**src/rtl/rx_pkg.sv**
```systemverilog
// rtl/rx_pkg.sv - shared types and defaults for the QPSK receiver sequencer
//
// Contents:
//   rx_state_e        sequencer state encoding (matches state_o)
//   RX_*_DEF          default timing parameters
//   RX_ERR_W          width of the accumulated square error
//   RX_PHASE_W        width of the symbol phase selector
//   rx_cnt_width()    symbol counter width for a given acquisition length

package rx_pkg;

    typedef enum logic [1:0] {
        ST_IDLE    = 2'b00,
        ST_FLUSH   = 2'b01,
        ST_ACQUIRE = 2'b10,
        ST_TRACK   = 2'b11
    } rx_state_e;

    localparam int RX_SAM_DIV_DEF    = 4;
    localparam int RX_SPS_DEF        = 4;
    localparam int RX_FLUSH_SYMS_DEF = 24;
    localparam int RX_ACQ_LOG2_DEF   = 8;
    localparam int RX_ERR_W          = 52;
    localparam int RX_PHASE_W        = 4;

    // The counter must hold 2**acq_log2 - 1 and any flush length up to 255.
    function automatic int rx_cnt_width(input int acq_log2);
        return (acq_log2 + 1 > 8) ? acq_log2 + 1 : 8;
    endfunction

endpackage

```
**src/rtl/rx_clk_enable_gen.sv**
```systemverilog
// rtl/rx_clk_enable_gen.sv - free-running sample/symbol enable generator with glitch-free phase select
//
// Ports:
//   clk_i            system clock
//   rst_ni           asynchronous active-low reset
//   sym_phase_i      requested symbol phase (sample offset within a symbol); >= SPS is clamped to SPS-1
//   sam_clk_ena_o    one-clk pulse every SAM_DIV clocks (registered)
//   sym_clk_ena_o    sample pulse whose symbol position equals the latched phase (registered)
//   phase_changed_o  one-clk pulse, coincident with sam_clk_ena_o, when a new phase was latched

module rx_clk_enable_gen
    import rx_pkg::*;
#(
    parameter int SAM_DIV = RX_SAM_DIV_DEF,
    parameter int SPS     = RX_SPS_DEF
) (
    input  logic                  clk_i,
    input  logic                  rst_ni,
    input  logic [RX_PHASE_W-1:0] sym_phase_i,
    output logic                  sam_clk_ena_o,
    output logic                  sym_clk_ena_o,
    output logic                  phase_changed_o
);

    localparam int SAM_W = $clog2(SAM_DIV);
    localparam logic [SAM_W-1:0]      SAM_LAST = SAM_W'(SAM_DIV - 1);
    localparam logic [RX_PHASE_W-1:0] SYM_LAST = RX_PHASE_W'(SPS - 1);
    localparam logic [RX_PHASE_W:0]   SPS_V    = (RX_PHASE_W + 1)'(SPS);

    logic [SAM_W-1:0]      sam_cnt_q, sam_cnt_d;
    logic [RX_PHASE_W-1:0] sym_cnt_q, sym_cnt_d;
    logic [RX_PHASE_W-1:0] phase_q, phase_d;
    logic [RX_PHASE_W-1:0] phase_new;
    logic                  sam_ena_q, sam_ena_d;
    logic                  sym_ena_q, sym_ena_d;
    logic                  chg_q, chg_d;
    logic                  tick;
    logic                  boundary;

    always_comb begin
        // tick is the last clk of a sample period; the registered enables
        // therefore rise on the edge that closes the period.
        tick      = (sam_cnt_q == SAM_LAST);
        boundary  = tick && (sym_cnt_q == SYM_LAST);
        phase_new = ({1'b0, sym_phase_i} >= SPS_V) ? SYM_LAST : sym_phase_i;

        sam_cnt_d = tick ? '0 : sam_cnt_q + SAM_W'(1);

        sym_cnt_d = sym_cnt_q;
        if (tick) begin
            sym_cnt_d = (sym_cnt_q == SYM_LAST) ? '0 : sym_cnt_q + RX_PHASE_W'(1);
        end

        // The phase only moves at the symbol boundary, so the old phase has
        // already had its pulse in this symbol and the new one starts fresh.
        phase_d   = boundary ? phase_new : phase_q;

        sam_ena_d = tick;
        sym_ena_d = tick && (sym_cnt_q == phase_q);
        chg_d     = boundary && (phase_new != phase_q);
    end

    always_ff @(posedge clk_i or negedge rst_ni) begin
        if (!rst_ni) begin
            sam_cnt_q <= '0;
            sym_cnt_q <= '0;
            phase_q   <= '0;
            sam_ena_q <= 1'b0;
            sym_ena_q <= 1'b0;
            chg_q     <= 1'b0;
        end else begin
            sam_cnt_q <= sam_cnt_d;
            sym_cnt_q <= sym_cnt_d;
            phase_q   <= phase_d;
            sam_ena_q <= sam_ena_d;
            sym_ena_q <= sym_ena_d;
            chg_q     <= chg_d;
        end
    end

    assign sam_clk_ena_o   = sam_ena_q;
    assign sym_clk_ena_o   = sym_ena_q;
    assign phase_changed_o = chg_q;

endmodule

```
**src/rtl/rx_sequencer.sv**
```systemverilog
// rtl/rx_sequencer.sv - QPSK receiver timing and flush/acquire/track sequencer
//
// Ports:
//   clk          system clock
//   reset        asynchronous active-low reset
//   start        level; begin acquisition from IDLE
//   abort        level; return to IDLE from any state (highest priority)
//   sym_phase    symbol-enable sample offset, clamped to SPS-1
//   err_in       accumulated square error
//   err_thresh   loss-of-lock threshold (unsigned compare, err_in > err_thresh)
//   sam_clk_ena  one-clk pulse every SAM_DIV clocks
//   sym_clk_ena  one-clk pulse per symbol at the selected phase
//   nco_sync     one-clk pulse on IDLE -> FLUSH
//   ref_clear    one-clk pulse on IDLE -> FLUSH and TRACK -> ACQUIRE
//   ref_hold     1 in IDLE and FLUSH
//   locked       1 in TRACK
//   lost_lock    one-clk pulse on TRACK -> ACQUIRE
//   state_o      00 IDLE, 01 FLUSH, 10 ACQUIRE, 11 TRACK

module rx_sequencer
    import rx_pkg::*;
#(
    parameter int SAM_DIV    = RX_SAM_DIV_DEF,
    parameter int SPS        = RX_SPS_DEF,
    parameter int FLUSH_SYMS = RX_FLUSH_SYMS_DEF,
    parameter int ACQ_LOG2   = RX_ACQ_LOG2_DEF,
    parameter int ERR_W      = RX_ERR_W
) (
    input  logic                  clk,
    input  logic                  reset,
    input  logic                  start,
    input  logic                  abort,
    input  logic [RX_PHASE_W-1:0] sym_phase,
    input  logic [ERR_W-1:0]      err_in,
    input  logic [ERR_W-1:0]      err_thresh,
    output logic                  sam_clk_ena,
    output logic                  sym_clk_ena,
    output logic                  nco_sync,
    output logic                  ref_clear,
    output logic                  ref_hold,
    output logic                  locked,
    output logic                  lost_lock,
    output logic [1:0]            state_o
);

    localparam int CNT_W = rx_cnt_width(ACQ_LOG2);
    // Exit on the pulse that completes the count; equality, never a wrap.
    localparam logic [CNT_W-1:0] FLUSH_LAST = CNT_W'(FLUSH_SYMS - 1);
    localparam logic [CNT_W-1:0] ACQ_LAST   = CNT_W'((1 << ACQ_LOG2) - 1);

    logic       sym_ena;
    logic       phase_chg;

    rx_clk_enable_gen #(
        .SAM_DIV (SAM_DIV),
        .SPS     (SPS)
    ) u_clk_enable_gen (
        .clk_i           (clk),
        .rst_ni          (reset),
        .sym_phase_i     (sym_phase),
        .sam_clk_ena_o   (sam_clk_ena),
        .sym_clk_ena_o   (sym_ena),
        .phase_changed_o (phase_chg)
    );

    assign sym_clk_ena = sym_ena;

    rx_state_e        state_q, state_d;
    logic [CNT_W-1:0] cnt_q, cnt_d;
    logic             nco_sync_q, nco_sync_d;
    logic             ref_clear_q, ref_clear_d;
    logic             ref_hold_q, ref_hold_d;
    logic             locked_q, locked_d;
    logic             lost_lock_q, lost_lock_d;
    logic             err_over;

    assign err_over = sym_ena && (err_in > err_thresh);

    always_comb begin
        state_d     = state_q;
        cnt_d       = cnt_q;
        nco_sync_d  = 1'b0;
        ref_clear_d = 1'b0;
        lost_lock_d = 1'b0;

        if (abort) begin
            // Abort wins over start, counting and loss of lock alike, and
            // deliberately leaves the reference accumulators untouched.
            state_d = ST_IDLE;
            cnt_d   = '0;
        end else begin
            unique case (state_q)
                ST_IDLE: begin
                    if (start) begin
                        state_d     = ST_FLUSH;
                        cnt_d       = '0;
                        nco_sync_d  = 1'b1;
                        ref_clear_d = 1'b1;
                    end
                end
                ST_FLUSH: begin
                    if (sym_ena) begin
                        if (cnt_q == FLUSH_LAST) begin
                            state_d = ST_ACQUIRE;
                            cnt_d   = '0;
                        end else begin
                            cnt_d = cnt_q + CNT_W'(1);
                        end
                    end
                end
                ST_ACQUIRE: begin
                    if (sym_ena) begin
                        if (cnt_q == ACQ_LAST) begin
                            state_d = ST_TRACK;
                            cnt_d   = '0;
                        end else begin
                            cnt_d = cnt_q + CNT_W'(1);
                        end
                    end
                end
                ST_TRACK: begin
                    // Either cause alone or both together give a single
                    // re-entry into ACQUIRE.
                    if (phase_chg || err_over) begin
                        state_d     = ST_ACQUIRE;
                        cnt_d       = '0;
                        lost_lock_d = 1'b1;
                        ref_clear_d = 1'b1;
                    end
                end
                default: begin
                    state_d = ST_IDLE;
                    cnt_d   = '0;
                end
            endcase
        end

        ref_hold_d = (state_d == ST_IDLE) || (state_d == ST_FLUSH);
        locked_d   = (state_d == ST_TRACK);
    end

    always_ff @(posedge clk or negedge reset) begin
        if (!reset) begin
            state_q     <= ST_IDLE;
            cnt_q       <= '0;
            nco_sync_q  <= 1'b0;
            ref_clear_q <= 1'b0;
            ref_hold_q  <= 1'b1;
            locked_q    <= 1'b0;
            lost_lock_q <= 1'b0;
        end else begin
            state_q     <= state_d;
            cnt_q       <= cnt_d;
            nco_sync_q  <= nco_sync_d;
            ref_clear_q <= ref_clear_d;
            ref_hold_q  <= ref_hold_d;
            locked_q    <= locked_d;
            lost_lock_q <= lost_lock_d;
        end
    end

    assign nco_sync  = nco_sync_q;
    assign ref_clear = ref_clear_q;
    assign ref_hold  = ref_hold_q;
    assign locked    = locked_q;
    assign lost_lock = lost_lock_q;
    assign state_o   = state_q;

endmodule

```
**config.mk**
```make
export PLATFORM = sky130hd
export DESIGN_NAME = rx_sequencer
export DESIGN_NICKNAME = d
export VERILOG_FILES = /design/src/rtl/rx_pkg.sv /design/src/rtl/rx_clk_enable_gen.sv /design/src/rtl/rx_sequencer.sv
export SDC_FILE = /design/constraint.sdc
export NUM_CORES = 1
export LEC_CHECK = 0
export BUFFER_PORTS_ARGS = -buffer_cell sky130_fd_sc_hd__buf_2
export CAP_MARGIN = 40
export CORE_ASPECT_RATIO = 1.1
export CORE_UTILIZATION = 53
export CTS_CLUSTER_DIAMETER = 30
export DETAILED_ROUTE_END_ITERATION = 8
export PLACE_DENSITY = 0.88
export SYNTH_ARGS = -nofsm -noshare
export SYNTH_HDL_FRONTEND = slang
export SYNTH_SLANG_ARGS = --single-unit
```
**constraint.sdc**
```tcl
create_clock -name clk -period 3.6 [get_ports clk]
set_clock_uncertainty 0.15 [all_clocks]
set_input_delay 0.18 -clock clk [delete_from_list [all_inputs] [get_ports clk]]
set_output_delay 0.18 -clock clk [all_outputs]
set_load 0.05 [all_outputs]
```
==> impl_metrics.toml, run 1 <==
[synthesis]
synth.net_count = 512
synth_area_per_cell_um2 = 8.34
yosys.cell_types.count = 45
syn_area_um2 = 2820
synth_edf_count = 0
async_reset_ff_share_pct = 100
synth_area_leaders = "ha_1 28%, dfrtp_1 25%, inv_1 8.7%"
yosysSeqAreaShare_pct = 25.8
yosys_warnings = 0
synthFlopType = "dfrtp_1"
yosys.area.top_type = "ha_1"
synth_cells = 338
yosysTopAreaCellShare_pct = 27.5
ys_ff_latch = 29

[drt]
final_antenna_net_count = 0
met3_length_um = 460
via_count = 2854
routed_via_density = 5.44
routedWlPerCell_um = 13.9
route.detailed.drc = 0
dr.first_iter.drc_count = 95
wl_um = 7300
drtPass1Iterations = 4
wl_met2_um = 3900
wl_met1_um = 2780
top_layer_used = "met4"

[critical_path]
max_stage_delay_ns = 0.52
critPathTopFamily = "simple AND/OR/NAND/NOR gates"
path_cells = "buf_2, inv_1, ha_1, nand4_1, nor4_1, or4b_4, o41ai_1, and2b_1, o31a_1, nor2b_2, a221o_1"
crit_path_top_delay_cell = "or4b_4"
r2r-end = "cnt_q[4]"
required_ns = 3.61
r2r_setup_slack_ns = 0.83
end_kind = "register"
cp_max_fo = 12
arrival_ns = 3.10
worstRegToRegCells = 11
start_kind = "input port"
critical_path_class = "in2reg"
cp.depth = 11
reg2reg_from = "cnt_q[0]"
path_buf_inv = 2

[global_route]
grt_overflow = 0
grt_start_max_net_pins = 30
grt_usage_pct = 24.8
antenna_found_initial = 0
grt_pass1_vias = 2629
grt_pass1_wl_um = 10900

[die]
io_pins = 121
start_util_pct = 55.6
core_area_um2 = 5070
placementRows = 27
die_area_um2 = 5610
fp.dieW_um = 71.5
die_h_um = 78.5

[sta]
finalCritPeriodShare_pct = 85.9
maxSlewViolCount = 0
fmax_mhz = 323
maxSlewHeadroom_pct = 49.9
rsz0062_at_grt = "false"
final_hold_viol_count = 0
period_needed_ns = 3.09
fin_tns_setup_ns = 0
tightest_slew_ns = 0.746
setup_viol = 0

[clock_tree]
cts_buffer_depth = 2
cts_setup_buffers = 0
cts_buffers = 5
worstSkewPairLatency_ns = 0.28
post_cts_resized = 0
clkTransAtPathRegs_ns = 0.06
cts_max_level = 2
cts_root_buf = "clkbuf_8"
cts_num_sinks = 29
cts_tree = "yes"

[finish]
area_growth_pct = 28.5
final_cell_mix = "120 x buf_2, 65 x inv_1, 62 x ha_1"
final_design_area_no_fill_um2 = 3620
final_nets = 640
fill_cells = 402
multi_input_area_um2 = 1840
drive_gt1_share_pct = 28.7
antenna_cells = 0
regArea_um2 = 727
final_common_cell = "buf_2"

[power]
p_per_area_nw_per_um2 = 256
power.leakage_uw = 0.00211
ir_drop_mv = 0.218

[placement]
gp_congestion = 0.883
dp_hpwl_um = 6220
port_buffers = 120
place_area_um2 = 3480

[flow_run]
drv_cap = 0

[worst_hold_path]
min_to = "u_clk_enable_gen.phase_q[0]"
holdPathStages = 3
hold_class = "in2reg"
hp-start = "sym_phase[0]"

[run_status]
status = "finished, final reports clean"
-- cell type report --
cell class / count / share of cell area (%)
inverter: 65 / 6.74
clock inverter: 1 / 0.830
sequential: 29 / 20.1
tap: 58 / 2.00
timing repair buffer: 122 / 17.1
multi-input combinational: 243 / 50.8
clock buffer: 7 / 2.39
-- worst max path at each step --
stage                to  slack (ns)      startpoint
5_1_grt        cnt_q[4]        0.33  err_thresh[38]
6_report       cnt_q[4]        0.51  err_thresh[38]
3_5_place_dp   cnt_q[4]        0.26  err_thresh[38]
2_1_floorplan  cnt_q[3]        0.92  err_thresh[51]
4_1_cts        cnt_q[4]        0.54  err_thresh[38]
3_3_place_gp   cnt_q[5]        0.44      err_in[21]
-- stage by stage --
stage / power, uW / hold WS [ns] / std cells / setup WS, ns / util (%)
after floorplan: 477 / -0.266 / 338 / 0.917 / -
after global placement: 572 / 0.0732 / 515 / 0.442 / 68.7
after detailed placement: 587 / 0.0763 / 515 / 0.258 / 68.7
after CTS: 935 / 0.0517 / 525 / 0.537 / 71.4
after global routing: 976 / 0.0879 / 525 / 0.333 / 71.4
final: 928 / 0.0535 / 525 / 0.506 / 71.4
-- worst min-delay path, cell delays in order --
cell     delay, ns
buf_2         0.08
nor3_1        0.06
a21oi_1       0.13
-- report_power, final --
group | switching (uW) | internal (uW)
Sequential | 3.37 | 330
Combinational | 134 | 116
Clock | 120 | 225
Total | 257 | 671
-- synth_stat cells (all sizes together), types with 2 or more instances --
cell type and number:
o22ai 2, nand4 11, a21o 2, nor3 5
nor4 4, a211oi 3, a221o 4, o21a 3
nand2 29, nor2 20, mux2 2, a31o 2
xor2 3, nand2b 4, ha 62, dfrtp 28
nand3 12, o21ai 9, xnor2 5, a221oi 5
and3 7, inv 65, a2111oi 2, and4 2
a21oi 27, nor2b 5
-- repair_timing --
item / CTS / global route
endpoints found under the hold margin: 31 / 0
hold buffers: 2 / 0
setup endpoints to repair: 0 / 0
-- registers in the layout, indices dropped and copies added (netlist names), 2 cells and up --
register,flops
cnt_q,9
u_clk_enable_gen.sym_cnt_q,4
u_clk_enable_gen.phase_q,4
state_o,2
u_clk_enable_gen.sam_cnt_q,2
-- cells by family after synthesis --
logic type | share of synthesized area (%)
AO/OA/AOI/OAI | 15.5
adder cells (fa/ha/maj) | 27.5
buffers and inverters | 8.93
flip-flops | 25.8
multiplexers | 0.799
XOR/XNOR | 2.49
AND/OR/NAND/NOR | 18.9
-- metal layers --
metal / GRT usage, % / up-vias
li1: - / 1441
met1: 24.8 / 1275
met2: 49.5 / 118
met3: 5.26 / 20
met4: 8.43 / 0
met5: 0 / -
No activity file was read; power rests on OpenSTA's default activity.
==> run 2, diff against run 1 <==
--- a/config.mk
+++ b/config.mk
@@ -11,7 +11,7 @@
 export CORE_UTILIZATION = 53
 export CTS_CLUSTER_DIAMETER = 30
 export DETAILED_ROUTE_END_ITERATION = 8
-export PLACE_DENSITY = 0.88
+export PLACE_DENSITY = 0.85
 export SYNTH_ARGS = -nofsm -noshare
 export SYNTH_HDL_FRONTEND = slang
 export SYNTH_SLANG_ARGS = --single-unit
==> run 2 against run 1 <==
  * Via count decreased by 2.1%
  * Critical path type unchanged
  * Non-clock buffer count stayed put
  * Core utilization down 0.69 points
  * First-iteration DRC count decreased by 28%
==> impl_metrics.toml, run 2 (synthesis gave the netlist of run 1 again) <==
[die]
die_h_um = 78.5
core_area_um2 = 5070
start_util_pct = 55.6
fp.dieW_um = 71.5
die_area_um2 = 5610
io_pins = 121
placementRows = 27

[global_route]
busiest_layer = "met2"
grt_overflow = 0
grt_start_max_net_pins = 30
grt.met1_usage_pct = 24.1
antenna_found_initial = 0
grt_pass1_wl_um = 10700
met3_usage_pct = 5.26
grt_pass1_vias = 2659
grt_use_met2_pct = 47.0
grt_usage_pct = 23.8

[power]
p_per_area_nw_per_um2 = 232
power.leakage_uw = 0.00209
total_power_uw = 833
ir_drop_mv = 0.306

[clock_tree]
cts_root_buf = "clkbuf_8"
post_cts_resized = 0
cts_buffers = 5
cts_num_sinks = 29
postCtsHoldBufs = 2
cts_buffer_depth = 2
cts_tree = "yes"
worstSkewPairLatency_ns = 0.28
cts_max_level = 2
clkTransAtPathRegs_ns = 0.06
cts_setup_buffers = 0

[sta]
final_hold_viol_count = 0
setup_viol = 0
fmax_mhz = 331
finalCritPeriodShare_pct = 84.0
tightest_slew_ns = 0.773
maxSlewViolCount = 0
fin_tns_setup_ns = 0
period_needed_ns = 3.02
rsz0062_at_grt = "false"
maxSlewHeadroom_pct = 48.1

[critical_path]
critical_path_class = "in2reg"
cp_max_fo = 12
r2r_setup_slack_ns = 0.87
max_stage_delay_ns = 0.51
arrival_ns = 3.04
required_ns = 3.61
reg2reg_from = "cnt_q[0]"
startpoint = "err_in[21]"
path_cells = "buf_2, ha_1, a21oi_1, o21ai_0, a221oi_1, o2111ai_1, a2111oi_1, o31a_1, nor2b_2, a221o_1"
start_kind = "input port"
crit_path_top_delay_cell = "a221oi_1"
end_kind = "register"

[finish]
antenna_cells = 0
drive_gt1_share_pct = 28.5
largestRegisters = "cnt_q x9, u_clk_enable_gen.phase_q x4, u_clk_enable_gen.sym_cnt_q x4"
area_growth_pct = 27.2
largest_reg_flops = 9
final_cells = 525
regMostFlops = "cnt_q"
postLayoutCoreUtil_pct = 70.7
final_nets = 640
final_cell_mix = "120 x buf_2, 65 x inv_1, 62 x ha_1"
final_common_cell = "buf_2"

[drt]
via_count = 2793
dr.first_iter.drc_count = 68
route.detailed.drc = 0
wl_um = 6750
routedWlPerCell_um = 12.9
routed_via_density = 5.32
final_antenna_net_count = 0
drtPass1Iterations = 4

[worst_hold_path]
hold_class = "in2reg"
hp-start = "sym_phase[1]"

[flow_run]
drv_cap = 0

[placement]
dp_hpwl_um = 5800
port_buffers = 120
gp_congestion = 0.825
placed_cells = 515

[run_status]
status = "finished, final reports clean"
## run 2: cell count changes in the layout (fill, tap and decap cells not counted), sizes merged
cell and delta:
bufinv -1, clkinv +1
## run 2: final cells by class
class,instances,area (um^2)
clock inverter,1,5.00
inverter,65,244
sequential,29,727
multi-input combinational,243,1840
clock buffer,7,76.3
tap,58,72.6
fill,414,1480
timing repair buffer,122,621
## run 2: metrics by stage
stage | area (um^2) | setup WS (ns) | hold WS (ns)
CTS | 3580 | 0.495 | 0.0510
global placement | 3480 | 0.301 | 0.0779
finish | 3580 | 0.576 | 0.0588
floorplan | 2820 | 0.917 | -0.266
global route | 3580 | 0.264 | 0.0565
detailed placement | 3480 | 0.199 | 0.0859
## run 2: where the power goes
part,switching [uW],leakage [uW],internal (uW)
Sequential,3.25,0.000386,330
Clock,121,0.0000422,135
Combinational,128,0.00167,115
## run 2: metal layers
metal  vias up  share of wire (%)
met2       102                 52
li1       1443                  -
met4         0                1.5
met5         -                  0
met3        13                5.9
met1      1235                 40
## run 2: critical path, delay by kind of cell
family                   cells  cell delay (ns)
AO/OA/AOI/OAI                7             2.29
buffers and inverters        1             0.10
adder cells (fa/ha/maj)      1             0.30
AND/OR/NAND/NOR              1             0.16
## run 2: worst paths after layout
| path | to | cells past startpoint |
|---|---|---|
| max | cnt_q[7] | 10 |
| min | u_clk_enable_gen.phase_q[1] | 3 |
| max reg2reg | cnt_q[0] | 11 |
| min reg2reg | u_clk_enable_gen.sam_cnt_q[0] | 1 |
| max in group asynchronous | locked | 2 |
| min in group asynchronous | cnt_q[8] | 2 |
==> run 3, diff against run 2 <==
--- a/config.mk
+++ b/config.mk
@@ -8,10 +8,10 @@
 export BUFFER_PORTS_ARGS = -buffer_cell sky130_fd_sc_hd__buf_2
 export CAP_MARGIN = 40
 export CORE_ASPECT_RATIO = 1.1
-export CORE_UTILIZATION = 53
+export CORE_UTILIZATION = 49
 export CTS_CLUSTER_DIAMETER = 30
 export DETAILED_ROUTE_END_ITERATION = 8
-export PLACE_DENSITY = 0.85
+export PLACE_DENSITY = 0.79
 export SYNTH_ARGS = -nofsm -noshare
 export SYNTH_HDL_FRONTEND = slang
 export SYNTH_SLANG_ARGS = --single-unit
==> constraint.sdc (replaced) <==
create_clock -name clk -period 2.8 [get_ports clk]
set_clock_uncertainty 0.15 [all_clocks]
set_input_delay 0.14 -clock clk [delete_from_list [all_inputs] [get_ports clk]]
set_output_delay 0.14 -clock clk [all_outputs]
set_load 0.05 [all_outputs]
==> run 3 against run 2 <==
  * First-iteration DRC count is 54% higher
  * Sequential power increased by 29%
  * Hold slack lost 0.041 ns
  * Wire length grew 0.44%
  * Non-clock buffer count increased by 10
  * Critical endpoint is now cnt_q[2]
  * Power is 31% higher
  * Largest cell class unchanged
  * Final cell count increased by 5.1%
  * Clock power is 31% higher
  * Global-route usage is 0.24 points lower
  * Critical path depth rose by 2
==> impl_metrics.toml, run 3 (synthesis gave the netlist of run 1 again) <==
[sta]
fmax_mhz = 383
maxSlewViolCount = 0
maxSlewHeadroom_pct = 51.2
tightest_slew_ns = 0.726
finalCritPeriodShare_pct = 93.3
period_needed_ns = 2.61
final_hold_viol_count = 0
fin_tns_setup_ns = 0
whs_ns = 0.0180
rsz0062_at_grt = "false"
setup_viol = 0

[drt]
routed_via_density = 5.19
via_count = 2865
routedWlPerCell_um = 12.3
route.detailed.drc = 0
dr.first_iter.drc_count = 105
wl_um = 6780
drtPass1Iterations = 6
final_antenna_net_count = 0

[finish]
final_nets = 650
fill_cells = 474
final_common_cell = "buf_2"
antenna_cells = 0
drive_gt1_share_pct = 30.4
regMostFlops = "cnt_q"
final_cell_mix = "120 x buf_2, 65 x inv_1, 62 x ha_1"
area_growth_pct = 31.0
largest_reg_flops = 9
largestRegisters = "cnt_q x9, u_clk_enable_gen.phase_q x4, u_clk_enable_gen.sym_cnt_q x4"

[power]
power.leakage_uw = 0.00215
p_per_area_nw_per_um2 = 296
ir_drop_mv = 0.335

[global_route]
grt_pass1_wl_um = 11100
grt_pass1_vias = 2811
antenna_found_initial = 0
grt_overflow = 0
grt.met1_usage_pct = 25.2
grt_usage_pct = 23.6
grt_start_max_net_pins = 30
grt_use_met2_pct = 43.9
busiest_layer = "met2"
met3_usage_pct = 4.79

[critical_path]
start_kind = "input port"
required_ns = 2.82
critical_path_class = "in2reg"
arrival_ns = 2.64
end_kind = "register"
cp_max_fo = 10

[die]
io_pins = 121
core_area_um2 = 5470
placementRows = 28
die_h_um = 81.5
start_util_pct = 51.6
fp.dieW_um = 74.3
die_area_um2 = 6060

[flow_run]
drv_cap = 0

[placement]
port_buffers = 120
dp_hpwl_um = 5800
gp_congestion = 0.819

[run_status]
status = "finished, final reports clean"

[clock_tree]
cts_setup_buffers = 0
clkTransAtPathRegs_ns = 0.06
cts_buffer_depth = 2
worstSkewPairLatency_ns = 0.29
cts_max_level = 2
cts_root_buf = "clkbuf_8"
cts_tree = "yes"
cts_num_sinks = 29
cts_buffers = 5

[worst_hold_path]
hold_class = "in2reg"
==> run 3: cell types whose count changed in the layout (fill, tap and decap cells not counted) <==
cell	delta
clkinv_2	+1
o41ai_1	-1
clkbuf_1	-1
buf_4	+10
o41ai_2	+1
==> run 3: area by class of cell <==
type	count	area (um^2)	share of cell area, %
clock buffers	6	72.6	1.97
repair buffers	132	696	18.9
clock inverters	2	10.0	0.271
multi-input cells	243	1850	50.1
well taps	75	93.8	2.54
inverters	65	244	6.61
flip-flops and latches	29	727	19.7
==> run 3: timing repair <==
| action | 4_1_cts | 5_1_grt |
|---|---|---|
| gates resized for setup | 0 | 1 |
| endpoints found under the hold margin | 31 | 0 |
| endpoints found under the setup margin | 0 | 1 |
| hold buffers | 2 | 0 |
==> run 3: layer usage <==
metal  wire (um)  share of wire (%)  vias to the layer above
met5           0                  0                        -
met4         119                1.8                        0
met2        3590                 53                       84
li1            -                  -                     1465
met1        2750                 40                     1305
met3         321                4.7                       11
==> run 3: path summary, 6_finish.rpt <==
kind,endpoint,slack (ns),cells after the start,from
max reg2reg,cnt_q[0],0.35,11,cnt_q[0]
min reg2reg,u_clk_enable_gen.sam_cnt_q[0],0.28,1,u_clk_enable_gen.sam_cnt_q[0]
max in group asynchronous,cnt_q[2],1.82,2,reset
max,cnt_q[2],0.19,12,err_thresh[38]
min in group asynchronous,u_clk_enable_gen.sym_cnt_q[2],0.26,2,reset
min,u_clk_enable_gen.phase_q[0],0.02,3,sym_phase[0]
==> run 3: critical path: stages <==
cell	delay (ns)
buf_2	0.08
inv_1	0.04
ha_1	0.29
nand4_1	0.11
nor4_1	0.30
or4b_4	0.53
a21oi_2	0.15
a2111oi_1	0.11
o31a_1	0.32
buf_4	0.18
o21a_1	0.18
a31o_2	0.20
==> run 3: power breakdown <==
part | switching, uW | internal [uW] | total (uW)
Combinational | 169 | 160 | 329
Sequential | 4.55 | 424 | 429
Clock | 164 | 172 | 335
==> run 3: per-stage QoR <==
step	total power (uW)	worst slack (ns)	utilization (%)	instance area [um^2]	std cells
after floorplan	613	0.157	-	2820	338
after global placement	753	-0.0340	65.5	3580	542
after detailed placement	764	-0.102	65.5	3580	542
after CTS	1110	0.193	67.4	3680	552
after global routing	1180	0.0642	67.5	3690	552
final	1090	0.186	67.5	3690	552
